## src/rtl/nco_sweep_ctrl_if.sv

```systemverilog
`default_nettype none
// ============================================================================
// Module   : nco_sweep_ctrl_if
// Brief    : Control/configuration and NCO drive bundle for nco_sweep_ctrl.
// Revision : 1.0 - initial release
// ============================================================================
interface nco_sweep_ctrl_if #(
    parameter int FW = 11,
    parameter int AW = 8,
    parameter int DW = 16
);
    logic          start;
    logic          abort;
    logic [FW-1:0] cfg_f_start;
    logic [FW-1:0] cfg_f_stop;
    logic [FW-1:0] cfg_f_step;
    logic [DW-1:0] cfg_dwell;
    logic [AW-1:0] cfg_amp;
    logic          cfg_loop;
    logic [FW-1:0] freq_word;
    logic [AW-1:0] amp;
    logic          nco_en;
    logic          busy;
    logic          done;

    modport master (
        output start, abort, cfg_f_start, cfg_f_stop, cfg_f_step,
               cfg_dwell, cfg_amp, cfg_loop,
        input  freq_word, amp, nco_en, busy, done
    );

    modport slave (
        input  start, abort, cfg_f_start, cfg_f_stop, cfg_f_step,
               cfg_dwell, cfg_amp, cfg_loop,
        output freq_word, amp, nco_en, busy, done
    );
endinterface
`default_nettype wire

```

## src/rtl/nco_sweep_ctrl.sv

```systemverilog
`default_nettype none
// ============================================================================
// Module   : nco_sweep_ctrl
// Brief    : Click-free NCO frequency sweep sequencer (fade in, sweep, fade out).
// Revision : 1.0 - initial release
// ============================================================================
module nco_sweep_ctrl #(
    parameter int FW       = 11,
    parameter int AW       = 8,
    parameter int DW       = 16,
    parameter int AMP_STEP = 8
) (
    input  logic               clk,
    input  logic               rst,
    nco_sweep_ctrl_if.slave    bus
);

    localparam logic [1:0]  c_IDLE      = 2'd0;
    localparam logic [1:0]  c_RAMP_UP   = 2'd1;
    localparam logic [1:0]  c_SWEEP     = 2'd2;
    localparam logic [1:0]  c_RAMP_DOWN = 2'd3;
    localparam logic [AW:0] c_AMP_STEP  = AMP_STEP[AW:0];

    logic [1:0]    r_state,   w_state;
    logic [FW-1:0] r_f_start, w_f_start;
    logic [FW-1:0] r_f_stop,  w_f_stop;
    logic [FW-1:0] r_f_step,  w_f_step;
    logic [DW-1:0] r_dwell,   w_dwell;
    logic [AW-1:0] r_amp_tgt, w_amp_tgt;
    logic          r_loop,    w_loop;
    logic          r_up,      w_up;
    logic [DW-1:0] r_cnt,     w_cnt;
    logic [FW-1:0] r_freq,    w_freq;
    logic [AW-1:0] r_amp,     w_amp;
    logic          r_en,      w_en;
    logic          r_busy,    w_busy;
    logic          r_done,    w_done;

    logic [AW:0]   w_amp_inc;
    logic [AW:0]   w_amp_dec;
    logic [FW:0]   w_f_inc;
    logic [FW:0]   w_f_dec;
    logic [FW-1:0] w_f_next;

    always_ff @(posedge clk) begin
        if (rst) begin
            r_state   <= c_IDLE;
            r_f_start <= '0;
            r_f_stop  <= '0;
            r_f_step  <= '0;
            r_dwell   <= '0;
            r_amp_tgt <= '0;
            r_loop    <= 1'b0;
            r_up      <= 1'b0;
            r_cnt     <= '0;
            r_freq    <= '0;
            r_amp     <= '0;
            r_en      <= 1'b0;
            r_busy    <= 1'b0;
            r_done    <= 1'b0;
        end else begin
            r_state   <= w_state;
            r_f_start <= w_f_start;
            r_f_stop  <= w_f_stop;
            r_f_step  <= w_f_step;
            r_dwell   <= w_dwell;
            r_amp_tgt <= w_amp_tgt;
            r_loop    <= w_loop;
            r_up      <= w_up;
            r_cnt     <= w_cnt;
            r_freq    <= w_freq;
            r_amp     <= w_amp;
            r_en      <= w_en;
            r_busy    <= w_busy;
            r_done    <= w_done;
        end
    end

    always_comb begin
        w_state   = r_state;
        w_f_start = r_f_start;
        w_f_stop  = r_f_stop;
        w_f_step  = r_f_step;
        w_dwell   = r_dwell;
        w_amp_tgt = r_amp_tgt;
        w_loop    = r_loop;
        w_up      = r_up;
        w_cnt     = r_cnt;
        w_freq    = r_freq;
        w_amp     = r_amp;
        w_en      = r_en;
        w_busy    = r_busy;
        w_done    = 1'b0;

        // One extra bit so overshoot (up) and borrow (down) are visible for clamping.
        w_amp_inc = {1'b0, r_amp} + c_AMP_STEP;
        w_amp_dec = {1'b0, r_amp} - c_AMP_STEP;
        w_f_inc   = {1'b0, r_freq} + {1'b0, r_f_step};
        w_f_dec   = {1'b0, r_freq} - {1'b0, r_f_step};
        if (r_up) begin
            w_f_next = (w_f_inc >= {1'b0, r_f_stop}) ? r_f_stop : w_f_inc[FW-1:0];
        end else begin
            w_f_next = (w_f_dec[FW] || (w_f_dec[FW-1:0] <= r_f_stop)) ? r_f_stop
                                                                      : w_f_dec[FW-1:0];
        end

        case (r_state)
            c_IDLE: begin
                if (bus.start && !bus.abort && (bus.cfg_f_step != '0) && (bus.cfg_dwell != '0)) begin
                    w_f_start = bus.cfg_f_start;
                    w_f_stop  = bus.cfg_f_stop;
                    w_f_step  = bus.cfg_f_step;
                    w_dwell   = bus.cfg_dwell;
                    w_amp_tgt = bus.cfg_amp;
                    w_loop    = bus.cfg_loop;
                    w_up      = (bus.cfg_f_start <= bus.cfg_f_stop);
                    w_freq    = bus.cfg_f_start;
                    w_amp     = '0;
                    w_en      = 1'b1;
                    w_busy    = 1'b1;
                    w_state   = c_RAMP_UP;
                end
            end
            c_RAMP_UP: begin
                if (bus.abort) begin
                    w_state = c_RAMP_DOWN;
                end else if (w_amp_inc >= {1'b0, r_amp_tgt}) begin
                    w_amp   = r_amp_tgt;
                    w_cnt   = r_dwell - 1'b1;
                    w_state = c_SWEEP;
                end else begin
                    w_amp = w_amp_inc[AW-1:0];
                end
            end
            c_SWEEP: begin
                if (bus.abort) begin
                    w_state = c_RAMP_DOWN;
                end else if (r_cnt != '0) begin
                    w_cnt = r_cnt - 1'b1;
                end else if (r_freq != r_f_stop) begin
                    w_freq = w_f_next;
                    w_cnt  = r_dwell - 1'b1;
                end else if (r_loop) begin
                    w_freq = r_f_start;
                    w_cnt  = r_dwell - 1'b1;
                end else begin
                    w_state = c_RAMP_DOWN;
                end
            end
            c_RAMP_DOWN: begin
                if (w_amp_dec[AW] || (w_amp_dec[AW-1:0] == '0)) begin
                    w_amp   = '0;
                    w_en    = 1'b0;
                    w_busy  = 1'b0;
                    w_done  = 1'b1;
                    w_state = c_IDLE;
                end else begin
                    w_amp = w_amp_dec[AW-1:0];
                end
            end
            default: w_state = c_IDLE;
        endcase
    end

    assign bus.freq_word = r_freq;
    assign bus.amp       = r_amp;
    assign bus.nco_en    = r_en;
    assign bus.busy      = r_busy;
    assign bus.done      = r_done;

endmodule
`default_nettype wire

```

## src/flat_wrapper.sv

```systemverilog
// flat-port wrapper written by rule: the top's interface ports become plain ports
module nco_sweep_ctrl_flat 
#(
    parameter int FW       = 11,
    parameter int AW       = 8,
    parameter int DW       = 16,
    parameter int AMP_STEP = 8
)
  (clk, rst, bus_start, bus_abort, bus_cfg_f_start, bus_cfg_f_stop, bus_cfg_f_step, bus_cfg_dwell, bus_cfg_amp, bus_cfg_loop, bus_freq_word, bus_amp, bus_nco_en, bus_busy, bus_done);
  nco_sweep_ctrl_if #(.FW(FW), .AW(AW), .DW(DW)) bus_i ();
  input  logic clk;
  input  logic rst;
  input wire logic [$bits(bus_i.start)-1:0] bus_start;
  input wire logic [$bits(bus_i.abort)-1:0] bus_abort;
  input wire logic [$bits(bus_i.cfg_f_start)-1:0] bus_cfg_f_start;
  input wire logic [$bits(bus_i.cfg_f_stop)-1:0] bus_cfg_f_stop;
  input wire logic [$bits(bus_i.cfg_f_step)-1:0] bus_cfg_f_step;
  input wire logic [$bits(bus_i.cfg_dwell)-1:0] bus_cfg_dwell;
  input wire logic [$bits(bus_i.cfg_amp)-1:0] bus_cfg_amp;
  input wire logic [$bits(bus_i.cfg_loop)-1:0] bus_cfg_loop;
  output wire logic [$bits(bus_i.freq_word)-1:0] bus_freq_word;
  output wire logic [$bits(bus_i.amp)-1:0] bus_amp;
  output wire logic [$bits(bus_i.nco_en)-1:0] bus_nco_en;
  output wire logic [$bits(bus_i.busy)-1:0] bus_busy;
  output wire logic [$bits(bus_i.done)-1:0] bus_done;
  assign bus_i.start = bus_start;
  assign bus_i.abort = bus_abort;
  assign bus_i.cfg_f_start = bus_cfg_f_start;
  assign bus_i.cfg_f_stop = bus_cfg_f_stop;
  assign bus_i.cfg_f_step = bus_cfg_f_step;
  assign bus_i.cfg_dwell = bus_cfg_dwell;
  assign bus_i.cfg_amp = bus_cfg_amp;
  assign bus_i.cfg_loop = bus_cfg_loop;
  assign bus_freq_word = bus_i.freq_word;
  assign bus_amp = bus_i.amp;
  assign bus_nco_en = bus_i.nco_en;
  assign bus_busy = bus_i.busy;
  assign bus_done = bus_i.done;
  nco_sweep_ctrl #(.FW(FW), .AW(AW), .DW(DW), .AMP_STEP(AMP_STEP)) u_core (.clk(clk), .rst(rst), .bus(bus_i));
endmodule
```

## config.mk

```make
export PLATFORM = sky130hd
export DESIGN_NAME = nco_sweep_ctrl_flat
export DESIGN_NICKNAME = d
export VERILOG_FILES = /design/src/rtl/nco_sweep_ctrl_if.sv /design/src/rtl/nco_sweep_ctrl.sv /design/src/flat_wrapper.sv
export SDC_FILE = /design/constraint.sdc
export NUM_CORES = 1
export LEC_CHECK = 0
export CAP_MARGIN = 30
export CORE_UTILIZATION = 58
export DETAILED_ROUTE_END_ITERATION = 16
export GPL_TIMING_DRIVEN = 0
export HOLD_SLACK_MARGIN = 0.12
export PLACE_DENSITY = 0.82
export SLEW_MARGIN = 20
export SYNTH_ARGS = -nofsm -noshare
export SYNTH_HDL_FRONTEND = slang
export SYNTH_SLANG_ARGS = --single-unit
```

## constraint.sdc

```tcl
create_clock -name clk -period 4.95 [get_ports clk]
set_input_delay 0.495 -clock clk [delete_from_list [all_inputs] [get_ports clk]]
set_output_delay 0.495 -clock clk [all_outputs]
set_load 0.02 [all_outputs]
```

==> results of run 1 <==
==> power groups by stage <==
| stage | Sequential, mW | Clock [mW] | Combinational, mW |
|---|---|---|---|
| floorplan | 1.16 | 0 | 2.66 |
| detailed placement | 1.17 | 0 | 3.63 |
| CTS | 1.15 | 0.744 | 3.67 |
| finish | 1.16 | 0.741 | 3.74 |
| global placement | 1.16 | 0 | 3.56 |
| global route | 1.18 | 0.779 | 4.12 |
==> cell type report <==
type / count / area share [%]
inverters: 67 / 2.916
well taps: 168 / 2.438
plain buffers: 53 / 2.554
clock buffers: 12 / 2.974
flip-flops and latches: 98 / 22.75
repair buffers: 82 / 9.460
multi-input cells: 761 / 56.36
clock inverters: 3 / 0.5514
==> flip-flops by register name (all words and copies together), names as in the netlist <==
signal / cells
u_core.r_cnt: 16
u_core.r_dwell: 16
u_core.bus.freq_word: 11
u_core.r_f_start: 11
u_core.r_f_step: 11
u_core.r_f_stop: 11
u_core.bus.amp: 8
u_core.r_amp_tgt: 8
u_core.r_state: 2
u_core.bus.busy: 1
u_core.bus.done: 1
u_core.r_loop: 1
u_core.r_up: 1
==> final timing paths <==
| kind | start | to |
|---|---|---|
| min | u_core.r_amp_tgt[2] | u_core.r_amp_tgt[2] |
| max | u_core.bus.freq_word[2] | u_core.bus.freq_word[4] |
| max reg2reg | u_core.bus.freq_word[2] | u_core.bus.freq_word[4] |
| min reg2reg | u_core.r_amp_tgt[2] | u_core.r_amp_tgt[2] |
==> cells by family after synthesis <==
logic type / count (synthesis)
buf+inv: 121
fa+ha+maj: 75
xor+xnor: 42
simple gates: 371
flops: 98
compound gates: 260
mux: 13
==> worst min-delay path, cell delays in order, from the launching register on <==
cell and delay (ns):
sky130_fd_sc_hd__dfxtp_1 0.31, sky130_fd_sc_hd__nand2_1 0.05, sky130_fd_sc_hd__a21oi_1 0.05
==> metal layers <==
metal / vias to the layer above / track usage [%] / wire length, µm
li1: 3660 / - / -
met1: 3487 / 48.67 / 9716
met2: 322 / 52.28 / 9314
met3: 45 / 4.711 / 1804
met4: 0 / 13.33 / 559
met5: - / 0 / 0
==> placed cells by master (no fill, tap or decap), types with 4 or more instances in the layout <==
master / instances
sky130_fd_sc_hd__dfxtp_1: 98
sky130_fd_sc_hd__nand4_1: 5
sky130_fd_sc_hd__nand3_1: 24
sky130_fd_sc_hd__a221oi_1: 7
sky130_fd_sc_hd__o21ai_0: 40
sky130_fd_sc_hd__nor3_1: 28
sky130_fd_sc_hd__o2111ai_1: 4
sky130_fd_sc_hd__ha_1: 73
sky130_fd_sc_hd__or3_1: 9
sky130_fd_sc_hd__xor2_1: 19
sky130_fd_sc_hd__a21oi_1: 114
sky130_fd_sc_hd__o211ai_1: 11
sky130_fd_sc_hd__buf_2: 6
sky130_fd_sc_hd__clkbuf_1: 44
sky130_fd_sc_hd__or4_1: 7
sky130_fd_sc_hd__xnor2_1: 23
sky130_fd_sc_hd__a311oi_1: 8
sky130_fd_sc_hd__nor3b_1: 5
sky130_fd_sc_hd__mux2i_1: 9
sky130_fd_sc_hd__a211oi_1: 8
sky130_fd_sc_hd__nor2_1: 58
sky130_fd_sc_hd__inv_1: 66
sky130_fd_sc_hd__nor2b_1: 16
sky130_fd_sc_hd__nand2b_1: 9
sky130_fd_sc_hd__nor4_1: 22
sky130_fd_sc_hd__mux2_2: 4
sky130_fd_sc_hd__nand2_1: 166
sky130_fd_sc_hd__a21o_1: 6
sky130_fd_sc_hd__or2_2: 4
sky130_fd_sc_hd__o311a_1: 6
sky130_fd_sc_hd__clkdlybuf4s50_1: 81
sky130_fd_sc_hd__a31oi_1: 6
sky130_fd_sc_hd__o21a_1: 11
sky130_fd_sc_hd__clkbuf_16: 9
==> impl_metrics.csv, run 1 <==
group,metric,value,unit
grt,antenna_found_initial,0,
drt,vias,7514,
timing,final_period_minus_worst_setup_slack,4.595,ns
power_and_ir_drop,ir_drop,0.0003945,V
timing,f_max,217.6,MHz
clock_tree,number_of_buffers_added_by_the_clock_tree_synthesis_step,9,
timing,holdWs,0.4550,ns
power_and_ir_drop,p_seq_share,20.6,%
timing,worst-slew-pin-transition,0.7509,ns
floorplanning,initial_core_util,60.00,%
synthesis,ys_seq_elements,98,
cells_and_area,multiInputGateArea,4860,µm²
synthesis,synthDominantCellAreaShare,26.89,%
placed_design,place_congestion,0.9440,
cells_and_area,nNetsFinal,1209,
synthesis,ys.flop_type,"sky130_fd_sc_hd__dfxtp_1",
drt,wl,21400,µm
clock_tree,max-clock-path-buffers,2,
power_and_ir_drop,report.power.total,5.641,mW
timing,skew_final,0.01029,ns
worst_setup_path,crit_path_start_kind,"flip-flop",
grt,overall_global_routing_resource_usage,34.22,%
drt,vias_per_cell,6.040,
worst_setup_path,critical_path.max_fanout,11,
placed_design,place_worst_setup_slack,0.1738,ns
worst_setup_path,setup.worst_path.end_class,"flip-flop",
power_and_ir_drop,power.combinational.fraction,66.3,%
floorplanning,rows,40,
power_and_ir_drop,cellLeakagePower,3.450,nW
cells_and_area,n_fill_cell,1044,
clock_tree,clockRootBuffer,"sky130_fd_sc_hd__clkbuf_16",
job,max-cap-violations,0,
drt,post_drt_wl_per_cell,17.20,µm
clock_tree,hold_fix_buffers_at_cts,0,
synthesis,mappedNetlistArea,7297,µm²
drt,drt_iter0_markers,764,
clock_tree,postCtsResizedCells,0,
power_and_ir_drop,power.density_cell_area,654.2,nW/µm²
power_and_ir_drop,p_int,2.829,mW
synthesis,post-synth-top-count-cell,"sky130_fd_sc_hd__nand2_1",
placed_design,io_buffers,81,
worst_setup_path,slowest_stage,"sky130_fd_sc_hd__dfxtp_1",
grt,grt_max_degree,16,
synthesis,number_of_enable_flip_flop_cells_after_synthesis,0,
clock_tree,cts.sinks,98,
timing,number_of_endpoints_failing_setup_at_the_final_stage,0,
grt,first_pass_grt_wire_length,34730,µm
timing,hold_viol,0,
worst_setup_path,crit_path_cell_trace,"ha_1 -> clkbuf_1 -> nor2b_1 -> o2111ai_1 -> nand3_1 -> a2111oi_0 -> nand4bb_1 -> ha_1 -> a211oi_1 -> o2111ai_1 -> o21ai_1 -> or3_1 -> a311oi_1 -> o311a_1",
synthesis,synth-compound-area-share,22.81,%
floorplanning,num_io_pins,84,
cells_and_area,antennaDiodeCount,0,
worst_setup_path,worst_path_largest_cell_delay,0.49,ns
floorplanning,die-area,13030,µm²
worst_setup_path,path_class,"flip-flop to flip-flop",
worst_setup_path,path_buf_inv,1,
floorplanning,design.core.area,12160,µm²
cells_and_area,area_delta_synth_final,18.18,%
synthesis,synthAdderAreaFrac,13.07,%
cells_and_area,drive_gt1_share,3.717,%
synthesis,synth-simple-area-share,23.83,%
run_status,run_status,"finished, final reports clean",
cells_and_area,sequential_cell_area,1962,µm²
synthesis,synthesis.instances,980,
floorplanning,die-width,114.2,µm
synthesis,synth.top_cells.by_count,"sky130_fd_sc_hd__nand2_1 (166), sky130_fd_sc_hd__a21oi_1 (114), sky130_fd_sc_hd__dfxtp_1 (98)",
timing,slew_headroom,49.48,%
timing,rsz0062_at_grt,"false",
min_path,path_class_of_the_lowest_slack_min_delay_path,"flip-flop to flip-flop",
drt,route.detailed.drc,0,
synthesis,postSynth.asyncResetShare,0,%
worst_setup_path,worst-r2r-setup-slack,0.35,ns
clock_tree,ctsHtreeMaxLevel,3,
worst_setup_path,worst_ep_arrival_time,4.84,ns
worst_setup_path,worst-path-stages,14,
synthesis,post_synth_main_area_contributors,"sky130_fd_sc_hd__dfxtp_1 (27%), sky130_fd_sc_hd__ha_1 (13%), sky130_fd_sc_hd__nand2_1 (8.5%), sky130_fd_sc_hd__a21oi_1 (7.8%), sky130_fd_sc_hd__inv_1 (3.4%)",
cells_and_area,finalNonFillerCells,1244,
grt,first_global_vias,6920,
clock_tree,cts.clk_slew.worst_paths,0.07,ns
synthesis,netlist-cell-type-count,69,
drt,ant_nets,0,
worst_setup_path,critical_path.top_delay_family,"compound AO/OA/AOI/OAI gates",
placed_design,placed_cell_area,8323,µm²
clock_tree,clock_latency_of_the_later_clocked_register_in_the_worst_skew_pair,0.36,ns
power_and_ir_drop,total_switching_power,2.813,mW
synthesis,synth_top_family_by_area,"simple AND/OR/NAND/NOR gates",
synthesis,synth_mux_area_share,1.852,%
clock_tree,tritoncts,"done",
synthesis,yosys.area_share.xor_xnor,5.041,%
synthesis,ys_seq_area_share,26.89,%
clock_tree,cts_setup_buffers,0,
drt,detailedRoute.firstPassIterationCount,5,
worst_setup_path,timing.reg2reg.worst_path_depth,14,
synthesis,synth_top_cell_by_area,"sky130_fd_sc_hd__dfxtp_1",
cells_and_area,postLayoutCellArea,8623,µm²
grt,gr-total-overflow,0,
placed_design,post-dp-hpwl,16430,µm
power_and_ir_drop,power_frac_clock,13.1,%
power_and_ir_drop,fraction_of_power_spent_switching_nets,49.86,%
cells_and_area,postLayoutCoreUtil,70.91,%
placed_design,dpl.cell_count,1230,
floorplanning,die-height,114.2,µm
timing,setup-tns-final,0,ns
timing,timing.final.crit_share,92.84,%
worst_setup_path,worst_ep_required_time,5.19,ns
synthesis,syn-num-nets,1117,
timing,final_max_slew_viol_count,0,
min_path,whs_path_depth,2,
timing,fin_ws,0.3546,ns
synthesis,synth.avg_cell_area,7.446,µm²
synthesis,yosys_warnings,0,
No activity file was read; power rests on OpenSTA's default activity.
==> inputs of run 2 (changes only) <==
CELL_PAD_IN_SITES_DETAIL_PLACEMENT = 2   (was not set)
CELL_PAD_IN_SITES_GLOBAL_PLACEMENT = 2   (was not set)
CORE_UTILIZATION = 33   (was 58)
PLACE_DENSITY = not set   (was 0.82)
PLACE_DENSITY_LB_ADDON = 0.1   (was not set)
==> impl_metrics.csv, run 2 (same netlist as run 1, synthesis figures left out) <==
group,metric,value,unit
floorplanning,die-height,150.7,µm
clock_tree,tritoncts,"done",
worst_setup_path,path_class,"flip-flop to flip-flop",
worst_setup_path,crit_path_cell_trace,"ha_1 -> clkbuf_1 -> nor2b_1 -> o2111ai_1 -> nand3_1 -> a2111oi_0 -> nand4bb_1 -> ha_1 -> a211oi_1 -> o2111ai_1 -> o21ai_1 -> or3_1 -> clkbuf_2 -> a311oi_1 -> o311a_1",
drt,route.detailed.drc,0,
grt,overall_global_routing_resource_usage,25.69,%
power_and_ir_drop,report.power.total,5.944,mW
timing,final_max_slew_viol_count,0,
power_and_ir_drop,power.density_cell_area,676.1,nW/µm²
grt,antenna_found_initial,0,
worst_setup_path,worst-r2r-setup-slack,0.35,ns
clock_tree,clockRootBuffer,"sky130_fd_sc_hd__clkbuf_16",
floorplanning,num_io_pins,84,
power_and_ir_drop,power.combinational.fraction,67.1,%
worst_setup_path,setup.worst_path.start,"u_core.bus.freq_word[2]",
min_path,path_class_of_the_lowest_slack_min_delay_path,"flip-flop to flip-flop",
cells_and_area,postLayoutCoreUtil,40.41,%
power_and_ir_drop,p_int,2.845,mW
cells_and_area,drive_gt1_share,3.993,%
power_and_ir_drop,total_switching_power,3.099,mW
worst_setup_path,path_buf_inv,2,
timing,timing.final.crit_share,92.96,%
timing,rsz0062_at_grt,"false",
grt,gr-total-overflow,0,
power_and_ir_drop,p_seq_share,19.7,%
drt,post_drt_wl_per_cell,20.80,µm
timing,slew_headroom,29.49,%
worst_setup_path,worst_ep_required_time,5.20,ns
worst_setup_path,timing.reg2reg.worst_path_depth,15,
clock_tree,cts.sinks,98,
timing,final_period_minus_worst_setup_slack,4.602,ns
worst_setup_path,r2r_start,"u_core.bus.freq_word[2]",
clock_tree,max-clock-path-buffers,2,
worst_setup_path,slowest_stage,"sky130_fd_sc_hd__dfxtp_1",
floorplanning,die-width,150.7,µm
cells_and_area,area_delta_synth_final,20.47,%
drt,wl,28220,µm
grt,first_global_vias,7770,
timing,hold_viol,0,
placed_design,io_buffers,81,
worst_setup_path,critical_path.max_fanout,10,
timing,f_max,217.3,MHz
worst_setup_path,worst_path_largest_cell_delay,0.47,ns
clock_tree,hold_fix_buffers_at_cts,0,
worst_setup_path,setup.worst_path.end_class,"flip-flop",
timing,worst-slew-pin-transition,1.048,ns
job,max-cap-violations,0,
power_and_ir_drop,fraction_of_power_spent_switching_nets,52.14,%
placed_design,place_congestion,0.8108,
min_path,whs_path_depth,2,
clock_tree,clock_latency_of_the_later_clocked_register_in_the_worst_skew_pair,0.36,ns
drt,drt_iter0_markers,367,
clock_tree,ctsHtreeMaxLevel,3,
timing,number_of_endpoints_failing_setup_at_the_final_stage,0,
cells_and_area,nNetsFinal,1209,
clock_tree,number_of_buffers_added_by_the_clock_tree_synthesis_step,9,
cells_and_area,mostFrequentLayoutCell,"sky130_fd_sc_hd__nand2_1",
worst_setup_path,worstReg2RegEnd,"u_core.bus.freq_word[6]",
min_path,whs_endpoint,"u_core.r_amp_tgt[3]",
floorplanning,initial_core_util,33.54,%
worst_setup_path,critical_path.top_delay_family,"compound AO/OA/AOI/OAI gates",
power_and_ir_drop,cellLeakagePower,3.458,nW
drt,detailedRoute.firstPassIterationCount,4,
drt,vias_per_cell,5.546,
power_and_ir_drop,ir_drop,0.0002030,V
worst_setup_path,crit_path_start_kind,"flip-flop",
drt,vias,7526,
cells_and_area,antennaDiodeCount,0,
min_path,min-delay-start,"u_core.r_amp_tgt[3]",
grt,first_pass_grt_wire_length,44150,µm
floorplanning,rows,54,
grt,grt_max_degree,19,
floorplanning,design.core.area,21760,µm²
cells_and_area,layout.cells.most_common_list,"sky130_fd_sc_hd__nand2_1 (166), sky130_fd_sc_hd__a21oi_1 (114), sky130_fd_sc_hd__dfxtp_1 (98)",
clock_tree,cts.clk_slew.worst_paths,0.08,ns
worst_setup_path,worst_ep_arrival_time,4.85,ns
placed_design,post-dp-hpwl,22350,µm
timing,skew_final,0.01169,ns
power_and_ir_drop,power_frac_clock,13.1,%
run_status,run_status,"finished, final reports clean",
drt,ant_nets,0,
cells_and_area,largest_registers,"u_core.r_cnt: 16 flops, u_core.r_dwell: 16 flops",
floorplanning,die-area,22710,µm²
-- run 2: power by group through the flow --
stage          sequential [mW]  combinational (mW)  clock, mW
6_report                  1.17                3.99      0.781
2_1_floorplan             1.16                2.66          0
3_3_place_gp              1.18                3.80          0
5_1_grt                   1.20                4.38      0.827
3_5_place_dp              1.19                3.91          0
4_1_cts                   1.17                3.96      0.800
-- run 2: worst max-delay path by stage --
| stage | cells after the start | slack (ns) | endpoint |
|---|---|---|---|
| 2_1_floorplan | 15 | 0.98 | u_core.bus.freq_word[4] |
| 3_3_place_gp | 16 | 0.0002 | u_core.bus.freq_word[5] |
| 3_5_place_dp | 15 | -0.05 | u_core.bus.freq_word[5] |
| 4_1_cts | 15 | 0.1 | u_core.bus.freq_word[5] |
| 5_1_grt | 16 | 0.09 | u_core.bus.freq_word[6] |
| 6_report | 15 | 0.35 | u_core.bus.freq_word[6] |
-- run 2: worst register-to-register path, stage by stage (launching register included) --
cell and delay [ns]:
sky130_fd_sc_hd__dfxtp_1 0.47, sky130_fd_sc_hd__ha_1 0.28, sky130_fd_sc_hd__clkbuf_1 0.21, sky130_fd_sc_hd__nor2b_1 0.22
sky130_fd_sc_hd__o2111ai_1 0.28, sky130_fd_sc_hd__nand3_1 0.20, sky130_fd_sc_hd__a2111oi_0 0.40, sky130_fd_sc_hd__nand4bb_1 0.29
sky130_fd_sc_hd__ha_1 0.31, sky130_fd_sc_hd__a211oi_1 0.29, sky130_fd_sc_hd__o2111ai_1 0.14, sky130_fd_sc_hd__o21ai_1 0.38
sky130_fd_sc_hd__or3_1 0.19, sky130_fd_sc_hd__clkbuf_2 0.27, sky130_fd_sc_hd__a311oi_1 0.20, sky130_fd_sc_hd__o311a_1 0.35
-- run 2: area by class of cell --
cell class / instances / area (µm²)
multi-input cells: 761 / 4878
clock buffers: 9 / 225.2
flip-flops and latches: 98 / 1962
plain buffers: 54 / 225.2
well taps: 280 / 350.3
clock inverters: 7 / 87.58
repair buffers: 81 / 810.8
fillers: 2598 / 12960
inverters: 67 / 251.5
-- run 2: layer usage --
metal / up-vias / track usage (%) / part of all wire (%)
met3: 18 / 3.061 / 2.5
li1: 3647 / - / -
met5: - / 0 / 0
met4: 0 / 5.400 / 1.0
met1: 3771 / 37.29 / 51
met2: 90 / 40.41 / 45
-- run 2: per-stage QoR --
step / hold WS [ns] / cell area (µm²) / setup slack [ns] / cells / TNS, ns
detailed placement: 0.4508 / 8471 / -0.04637 / 1341 / -0.06211
global placement: 0.4444 / 8458 / 0.0001510 / 1341 / 0
finish: 0.4602 / 8791 / 0.3484 / 1357 / 0
global route: 0.4896 / 8791 / 0.08871 / 1357 / 0
floorplan: 0.4334 / 7297 / 0.9809 / 980 / 0
CTS: 0.4653 / 8783 / 0.09994 / 1357 / 0
-- run 2: repair_timing --
| action | in CTS | in global routing |
|---|---|---|
| endpoints found under the setup margin | 4 | 4 |
| resized for setup | 1 | 4 |
| buffers inserted | 0 | 0 |
==> edit (settings of run 2) <==
`DW` is set to 16 in 3 places; all go to 32.
--- a/src/rtl/nco_sweep_ctrl_if.sv
+++ b/src/rtl/nco_sweep_ctrl_if.sv
@@ -7,7 +7,7 @@
 interface nco_sweep_ctrl_if #(
     parameter int FW = 11,
     parameter int AW = 8,
-    parameter int DW = 16
+    parameter int DW = 32
 );
     logic          start;
     logic          abort;
--- a/src/rtl/nco_sweep_ctrl.sv
+++ b/src/rtl/nco_sweep_ctrl.sv
@@ -7,7 +7,7 @@
 module nco_sweep_ctrl #(
     parameter int FW       = 11,
     parameter int AW       = 8,
-    parameter int DW       = 16,
+    parameter int DW       = 32,
     parameter int AMP_STEP = 8
 ) (
     input  logic               clk,
--- a/src/flat_wrapper.sv
+++ b/src/flat_wrapper.sv
@@ -3,7 +3,7 @@
 #(
     parameter int FW       = 11,
     parameter int AW       = 8,
-    parameter int DW       = 16,
+    parameter int DW       = 32,
     parameter int AMP_STEP = 8
 )
   (clk, rst, bus_start, bus_abort, bus_cfg_f_start, bus_cfg_f_stop, bus_cfg_f_step, bus_cfg_dwell, bus_cfg_amp, bus_cfg_loop, bus_freq_word, bus_amp, bus_nco_en, bus_busy, bus_done);
Interface: changed (resized bus_cfg_dwell); port bits go from 84 to 100. No check against the original RTL was run, so the function may have changed too.
==> edit against run 2 <==
Total power is 40% higher; routed wire length is 33% higher; final area is 29% higher; core utilization is 0.61 points higher; non-clock buffer count is 33 higher; sequential cell count is 32 higher; synthesized cell count is 26% higher; synthesized area is 27% higher; setup slack better by 53 ps; critical endpoint is now u_core.bus.freq_word[4]; largest cell class unchanged.
==> edit: results (changes against run 2) <==
| Metric | Value |
|---|---|
| CP Max Fanout | 9 (-1) |
| First-pass GRT wire length | 59000 microns (+34%) |
| Post-Syn Nets | 1384 (+24%) |
| Post-Synth Adder-Cell Area | 10.3% (-2.8 points) |
| DRT iter0 DRCs | 392 (+6.8%) |
| Fill cells | 3261 (+26%) |
| # port buffers | 99 (+22%) |
| Leading post-synthesis cells by cell area | dfxtp_1 (28%), ha_1 (9.8%), a21oi_1 (8.6%), nand2_1 (8.3%), nor2_1 (3.4%) |
| Vias per cell | 5.51 (-0.65%) |
| Hold path start | u_core.r_amp_tgt[2] |
| Setup WS pre-CTS | 74.2 ps (+121 ps) |
| List of most frequent post-synthesis cells | nand2_1 (205), a21oi_1 (159), dfxtp_1 (130), nor2_1 (85) |
| Reg2reg end | u_core.bus.freq_word[4] |
| Clk_lat worst skew | 430 ps (+70 ps) |
| TritonCTS Buffers | 17 (+8) |
| Vias in the first global route | 10.3k (+32%) |
| Max-slew headroom | 37.4% (+7.9 points) |
| Final WS setup | 401 ps (+52.6 ps) |
| Setup Skew | 13.5 ps (+1.86 ps) |
| Wirelength, routed | 37600 microns (+33%) |
| Yosys cell types | 78 (+13%) |
| Outcome | finished clean |
| Synth Area in Compound Gates | 23.5% (+0.67 points) |
| DRT Pass-1 Iters | 5 (+1) |
| Worst setup path start | u_core.bus.freq_word[3] |
| P&R area growth vs syn | 22.5% |
| Post-synthesis sequential area ratio | 28.0% (+1.2 points) |
| Area after DPL | 0.0108 sq mm (+27%) |
==> edit: per-layer routing <==
layer / share of wire (%) / wire length (microns) / up-vias / track usage (%)
met3: 3.7 / 1380 / 46 / 3.15
met5: 0.035 / 13 / - / 0
li1: - / - / 4582 / -
met1: 48 / 17900 / 4763 / 36.5
met4: 2.0 / 736 / 2 / 8.03
met2: 47 / 17500 / 200 / 44.0
==> edit: report_power, final <==
part | switching, mW | internal [mW]
Combinational | 3.42 | 2.05
Sequential | 0.299 | 1.25
Clock | 0.550 | 0.765
Total | 4.27 | 4.07
==> edit: cell type report <==
type / count / share of cell area, %
Buffer: 68 / 2.96
Multi-Input combinational cell: 960 / 53.5
Timing Repair Buffer: 100 / 8.82
Clock inverter: 13 / 1.33
Sequential cell: 130 / 22.9
Clock buffer: 19 / 3.90
Tap cell: 378 / 4.16
Inverter: 73 / 2.41
==> edit: timing repair <==
| action | in CTS | in global routing |
|---|---|---|
| gates resized for setup | 0 | 4 |
| setup endpoints to repair | 0 | 11 |
| hold buffers | 0 | 0 |
